### src/rtl/bram_1r1w_cfg.sv
// Simple-dual-port block RAM with one write port and one read port on a single clock.
// It provides per-byte write enables, a read-valid flag, an optional output register
// and a selectable read-during-write policy.
// A clear sequencer zeroes the array after reset before user traffic is accepted.
module bram_1r1w_cfg #(
    parameter int ADDR_WIDTH     = 4,
    parameter int DATA_WIDTH     = 32,
    parameter int BYTE_WIDTH     = 8,
    parameter int OUT_REG        = 0,
    parameter int RDW_MODE       = 0,
    parameter int CLEAR_ON_RESET = 1
) (
    input  logic                             clk,
    input  logic                             reset,
    input  logic                             wr_en,
    input  logic [ADDR_WIDTH-1:0]            wr_addr,
    input  logic [DATA_WIDTH-1:0]            wr_data,
    input  logic [DATA_WIDTH/BYTE_WIDTH-1:0] wr_be,
    input  logic                             rd_en,
    input  logic [ADDR_WIDTH-1:0]            rd_addr,
    output logic [DATA_WIDTH-1:0]            rd_data,
    output logic                             rd_valid,
    output logic                             ready
);

    localparam int unsigned NB    = DATA_WIDTH / BYTE_WIDTH;
    localparam int unsigned DEPTH = 2 ** ADDR_WIDTH;

    typedef enum logic {
        CLEAR,
        RUN
    } state_t;

    localparam state_t                INIT_STATE = (CLEAR_ON_RESET != 0) ? CLEAR : RUN;
    localparam logic [ADDR_WIDTH-1:0] LAST_ADDR  = '1;

    state_t                  state;
    state_t                  state_next;
    logic [ADDR_WIDTH-1:0]   clr_cnt;
    logic                    ready_q;
    logic [DATA_WIDTH-1:0]   mem [DEPTH];
    logic                    wr_acc;
    logic                    rd_acc;
    logic                    clr_we;
    logic [DATA_WIDTH-1:0]   rd_word;

    // User traffic is only accepted once the registered ready flag is up.
    assign wr_acc = ready_q & wr_en;
    assign rd_acc = ready_q & rd_en;
    assign clr_we = (state == CLEAR) & ~reset;
    assign ready  = ready_q;

    // State register, clear counter and registered ready flag.
    always_ff @(posedge clk) begin
        if (reset) begin
            state   <= INIT_STATE;
            clr_cnt <= '0;
            ready_q <= 1'b0;
        end else begin
            state   <= state_next;
            ready_q <= (state_next == RUN);
            if (state == CLEAR) begin
                clr_cnt <= clr_cnt + 1'b1;
            end
        end
    end

    // Next-state logic: leave CLEAR on the cycle that zeroes the last address.
    always_comb begin
        state_next = state;
        if ((state == CLEAR) && (clr_cnt == LAST_ADDR)) begin
            state_next = RUN;
        end
    end

    // Array write port: the clear sequencer owns the port in CLEAR, the user in RUN.
    always_ff @(posedge clk) begin
        if (clr_we) begin
            mem[clr_cnt] <= '0;
        end else if (wr_acc) begin
            for (int unsigned i = 0; i < NB; i++) begin
                if (wr_be[i]) begin
                    mem[wr_addr][i*BYTE_WIDTH +: BYTE_WIDTH] <= wr_data[i*BYTE_WIDTH +: BYTE_WIDTH];
                end
            end
        end
    end

    // Read word with optional same-address bypass of the enabled write lanes.
    always_comb begin
        rd_word = mem[rd_addr];
        if ((RDW_MODE != 0) && wr_acc && (wr_addr == rd_addr)) begin
            for (int unsigned i = 0; i < NB; i++) begin
                if (wr_be[i]) begin
                    rd_word[i*BYTE_WIDTH +: BYTE_WIDTH] = wr_data[i*BYTE_WIDTH +: BYTE_WIDTH];
                end
            end
        end
    end

    generate
        if (OUT_REG != 0) begin : g_out_reg
            logic [DATA_WIDTH-1:0] s1_data;
            logic                  s1_valid;

            // Two-stage read pipeline; rd_data only moves when a result arrives.
            always_ff @(posedge clk) begin
                if (reset) begin
                    s1_valid <= 1'b0;
                    rd_valid <= 1'b0;
                    rd_data  <= '0;
                end else begin
                    s1_valid <= rd_acc;
                    if (rd_acc) begin
                        s1_data <= rd_word;
                    end
                    rd_valid <= s1_valid;
                    if (s1_valid) begin
                        rd_data <= s1_data;
                    end
                end
            end
        end else begin : g_no_out_reg
            // Single-stage read; rd_data only moves when a result arrives.
            always_ff @(posedge clk) begin
                if (reset) begin
                    rd_valid <= 1'b0;
                    rd_data  <= '0;
                end else begin
                    rd_valid <= rd_acc;
                    if (rd_acc) begin
                        rd_data <= rd_word;
                    end
                end
            end
        end
    endgenerate

endmodule

### config.mk
export PLATFORM = sky130hd
export DESIGN_NAME = bram_1r1w_cfg
export DESIGN_NICKNAME = d
export VERILOG_FILES = /design/src/rtl/bram_1r1w_cfg.sv
export SDC_FILE = /design/constraint.sdc
export NUM_CORES = 1
export LEC_CHECK = 0
export ABC_CLOCK_PERIOD_IN_PS = 2400
export CORE_ASPECT_RATIO = 0.6
export CORE_MARGIN = 4
export CORE_UTILIZATION = 25
export DETAILED_ROUTE_END_ITERATION = 12
export GPL_TIMING_DRIVEN = 0
export PLACE_DENSITY = 0.37
export SYNTH_ARGS = -nofsm -noshare
export SYNTH_HDL_FRONTEND = slang
export SYNTH_SLANG_ARGS = --single-unit
export TNS_END_PERCENT = 50
### constraint.sdc
create_clock -name clk -period 2.4 [get_ports clk]
set_input_delay 0.48 -clock clk [delete_from_list [all_inputs] [get_ports clk]]
set_output_delay 0.48 -clock clk [all_outputs]
set_load 0.02 [all_outputs]
* Word-level counts from Yosys, hierarchy flattened
Memory sizes are Yosys's and may differ from the RTL's. A register that Yosys moved wholly into a read port is not among the register bits.
Index checks and enable logic that the tools add are counted.
** Word-level totals
- Register bits :: 6
- RAM bits :: 512
- Input bits :: 48
- Output and inout port bits :: 34
- Word-level logic and storage cells :: 34
- Memories :: 1
** Memories
- mem :: words 16, bits a word 32, read ports 1, clocked after Yosys merged registers in 1, write ports 1, RTL line 41 : logic [DATA_WIDTH-1:0] mem [DEPTH];
** Cells by class
- $add $sub $neg :: 1
- Eq/ne operators :: 1
- Mux-type cells :: 21
- Bitwise gates (word level) :: 5
- Reduce and logical (&&, ||, !) cells :: 2
** Operator list (number)
- $mux 32 :: 1
- $reduce_or 32->1 :: 1
- $mux 1 :: 18
- $mux 4 :: 2
- $add 4x1->4 const B :: 1
- $eq 4x4->1 const B :: 1
- $and 1x1->1 :: 3
- $not 1->1 :: 2
- $logic_and 1x1->1 :: 1

* Depth between registers and ports, before layout
- Depth after elaboration :: 6
- Gate-level depth with buffers :: 8
- Gate-level depth less buffers :: 4

* Worst setup path before layout
OpenSTA, ideal clock, no wires.
- Path type :: input to register
- Start :: input port wr_be[0]
- End :: memory mem[10][0] (enable)
- Setup time :: 0.383 ns
- Data arrival time :: 2.100 ns
- Data required time :: 2.017 ns
- Path slack :: -0.083 ns
- Stages on the path :: 6
- Path buffers :: 2
- Cells stage by stage :: nor4_1 nor2_2 buf_4 mux2i_2 buf_4 nor3_1
** Between the ends
- Longest elaborated chain between the ends :: 6
- Elaborated cells between the ends (all ways) :: 7
- Those cells by class :: mux: 6; reduce/logical: 1
** RTL lines
- start, declared :: RTL line 18 : input logic [DATA_WIDTH/BYTE_WIDTH-1:0] wr_be,
- $mux 1 * :: RTL line 82 : if (wr_be[i]) begin
- $mux 1 * :: RTL line 80 : end else if (wr_acc) begin
- $mux 1 * :: RTL line 78 : if (clr_we) begin
- $mux 1 (implied by the code) * :: RTL line 83 : mem[wr_addr][i*BYTE_WIDTH +: BYTE_WIDTH] <= wr_data[i*BYTE_WIDTH +: BYTE_WIDTH];
- $reduce_or 32->1 (no source line)
- $mux 4 (no source line)
- end, declared :: RTL line 41
Mark *: on every way between the ends. The rest lies on a longest branch, timed or not.

==> metrics <==
setup slack, reg-to-reg=about 0.04 ns; syn_nets=approximately 1100; HP Start=reset; CP Depth=6; hold depth=2; Crit path arrival time=2.87 ns; GRT overflow=0; RSZ-0062 raised after global routing=yes; H-tree levels=2; Worst Skew=around 0.028 ns; Ports=between 80 and 90; share of cells above drive strength 1=between 30% and 40%; Worst Setup SP=rd_addr[3]; hold path endpoint=clr_cnt[3]$_SDFFE_PP0N_; Port Buffers=~80; Warnings, synthesis=0; Setup-failing EPs final=0; first-pass GRT wire length=about 91000 µm; Final Worst Setup Slack=0.0252 ns; fin area=between 20000 and 30000 µm²; CP Cell Sequence=buf_2, buf_2, clkbuf_1, mux4_2, o21ai_0, nand2_1; PD cells=about 730 nW/µm²; Routed Antenna Nets=0; Die Area=91200 µm²; WL/cell=25.7 µm; critical path endpoint category=register; Leakage=roughly 9.8 nW; DRT iter0 DRCs=between 900 and 1000; Die Wd=between 300 and 400 µm; hold crit path type=primary input to register; Fin. Hold Viols=0; largest net degree at the start of global routing=17; vias in the first global route=between 10000 and 15000; Reg-to-Reg End=mem[8][19]$_DFFE_PP_; max incr delay on CP=approximately 0.85 ns; placed cell count=2363; clk sink count=550; drt pass-1 iters=5; DR vias=around 11000; core box area=about 86000 µm²; achievable clock frequency=about 0.42 GHz; TritonCTS clock tree=yes; Critical R2R Launch=ready$_SDFFE_PP0P_; vias per inst=~4.5; startpoint types=primary input; Initial Util=about a quarter; CTS clk-pin slew, worst paths=about 0.07 ns; Yosys top cell by area=edfxtp_1; most frequent cell after synthesis=edfxtp_1; Placer Congestion=between 0.7 and 0.8; critical path fanouts, max=10; CP top delay family=buffers and inverters; ranking of synthesized cells by area=edfxtp_1, mux4_2, mux4_1; worst r2r path cells=5; prevailing post-synth register cell=edfxtp_1; Die Span Y=around 240 µm; Area Overhead vs Synth=26.8%; initial antenna violation count=1; CTS max path bufs=3; library cells used by synthesis=36; VDD IR-drop max=around 500 µV; clk_lat worst skew=about 0.62 ns; Layout Cells excl Fill=2511; Syn Area/Cell=19.7 µm²; Post-Synthesis Cells=~1100; fill count=8301; post-synthesis sequential area ratio=between 70% and 80%; synthesized area=around 22000 µm²; fin crit period=2.37 ns; Max-slew headroom=between 20% and 30%; detailed-route wire length=approximately 64000 µm; Synth top area share=a little under three quarters; worst-margin pin slew=1.09 ns; CP most frequent cell=buf_2; post-layout util=between 30% and 40%; Yosys reg bits=550; Design Power=between 20 and 25 mW; DR DRC count=0; Post-synth EDFFs=slightly above 500; Commonest cells post-synth=edfxtp_1, mux2i_1, nor3_1, mux4_2; Async S/R FF share, synth=0%; CTS Buf Count=54; num rows=83; status=complete, no violations; maxcap violations=0; slowest CP cell=clkbuf_1; CP Buf/Inv Count=3; Final Cycle Share=98.9%; CTS root buf=clkbuf_16; total global-route track usage=between 10% and 20%; hold slack=between 0.2 and 0.25 ns; Crit path required time=2.89 ns; placed instance area=around 25000 µm²; worst slack at placement=-1.38 ns; Crit Path Category=primary input to register; Reg area=~16000 µm²; final slew viol count=0; Final nets=around 1400; post-DP HPWL=44200 µm; sum of negative setup slack=0 ns; Multi-input gate area=between 5000 and 6000 µm²
power by group:
part / leakage, nW / switching (mW) / internal (mW)
logic: 3.38 / 0.658 / 0.451
clock network: 0.852 / 3.70 / 4.76
registers: 5.57 / 0.0273 / 10.4
cells by family (layout without fill, tap and decap cells):
kind of cell	Yosys count	count (layout)	synth area share (%)
flip-flops	550	550	74.8
AND/OR/NAND/NOR	164	164	3.83
XOR/XNOR	3	3	0.122
adder cells (fa/ha/maj)	1	1	0.0580
buffers and inverters	72	341	2.05
multiplexers	201	201	15.8
other	0	1	0
AO/OA/AOI/OAI	103	103	3.38
registers in the layout (all words and copies together) (netlist names):
signal	flops
mem	512
rd_data	32
clr_cnt	4
rd_valid	1
ready	1
placed cells by master (no fill, tap or decap), drive strengths merged:
master / count
a2111oi: 1
nand4b: 1
o21ai: 31
nor3b: 1
nand2: 39
xnor2: 1
a31oi: 5
edfxtp: 512
diode: 1
nor3: 64
a22oi: 31
inv: 1
o211a: 1
dlymetal6s2s: 2
a21oi: 2
mux2: 33
bufinv: 2
ha: 1
clkdlybuf4s50: 74
nor4: 1
nor2: 13
clkinv: 19
dlygate4sd2: 2
mux2i: 73
a221oi: 31
a221o: 1
mux4: 95
buf: 129
dfxtp: 38
nor2b: 11
xor2: 2
nand4bb: 1
and2: 33
clkbuf: 112
worst reg2reg max path: stages, from the launching register on:
cell	delay (ns)
dfxtp_4	0.44
buf_2	0.30
a31oi_2	0.39
clkbuf_4	0.40
nor3_4	0.33
buf_6	0.19
repair_timing:
item / CTS / global route
gates resized for setup: 99 / 33
hold buffers: 0 / 0
setup buffers: 37 / 9
endpoints found under the setup margin: 1023 / 458
pin swaps: 26 / 3
gates cloned: 0 / 0
hold endpoints to repair: 0 / 0
worst max path at each step:
stage	to	slack [ns]
after global routing	mem[13][18]$_DFFE_PP_	-0.03
after detailed placement	mem[12][17]$_DFFE_PP_	-1.38
after global placement	mem[14][0]$_DFFE_PP_	-2.03
final	rd_data[0]$_SDFFE_PP0P_	0.03
after CTS	mem[14][0]$_DFFE_PP_	-0.04
after floorplan	mem[10][0]$_DFFE_PP_	-0.08
final cells by class:
type	count	area share [%]
Antenna cell	1	0.00915
Buffer	72	1.82
Clock buffer	79	5.77
Clock inverter	22	0.549
Multi-Input combinational cell	472	20.9
Sequential cell	550	59.0
Tap cell	1147	5.24
Timing Repair Buffer	168	6.74
routing by layer:
layer | routed length, µm | global-route usage, % | vias to the layer above
met5 | 14 | 0 | -
li1 | - | - | 4982
met3 | 3310 | 2.63 | 86
met2 | 26400 | 19.4 | 287
met1 | 33500 | 22.1 | 6037
met4 | 1190 | 3.24 | 2
(Power assumes the default switching activity.)
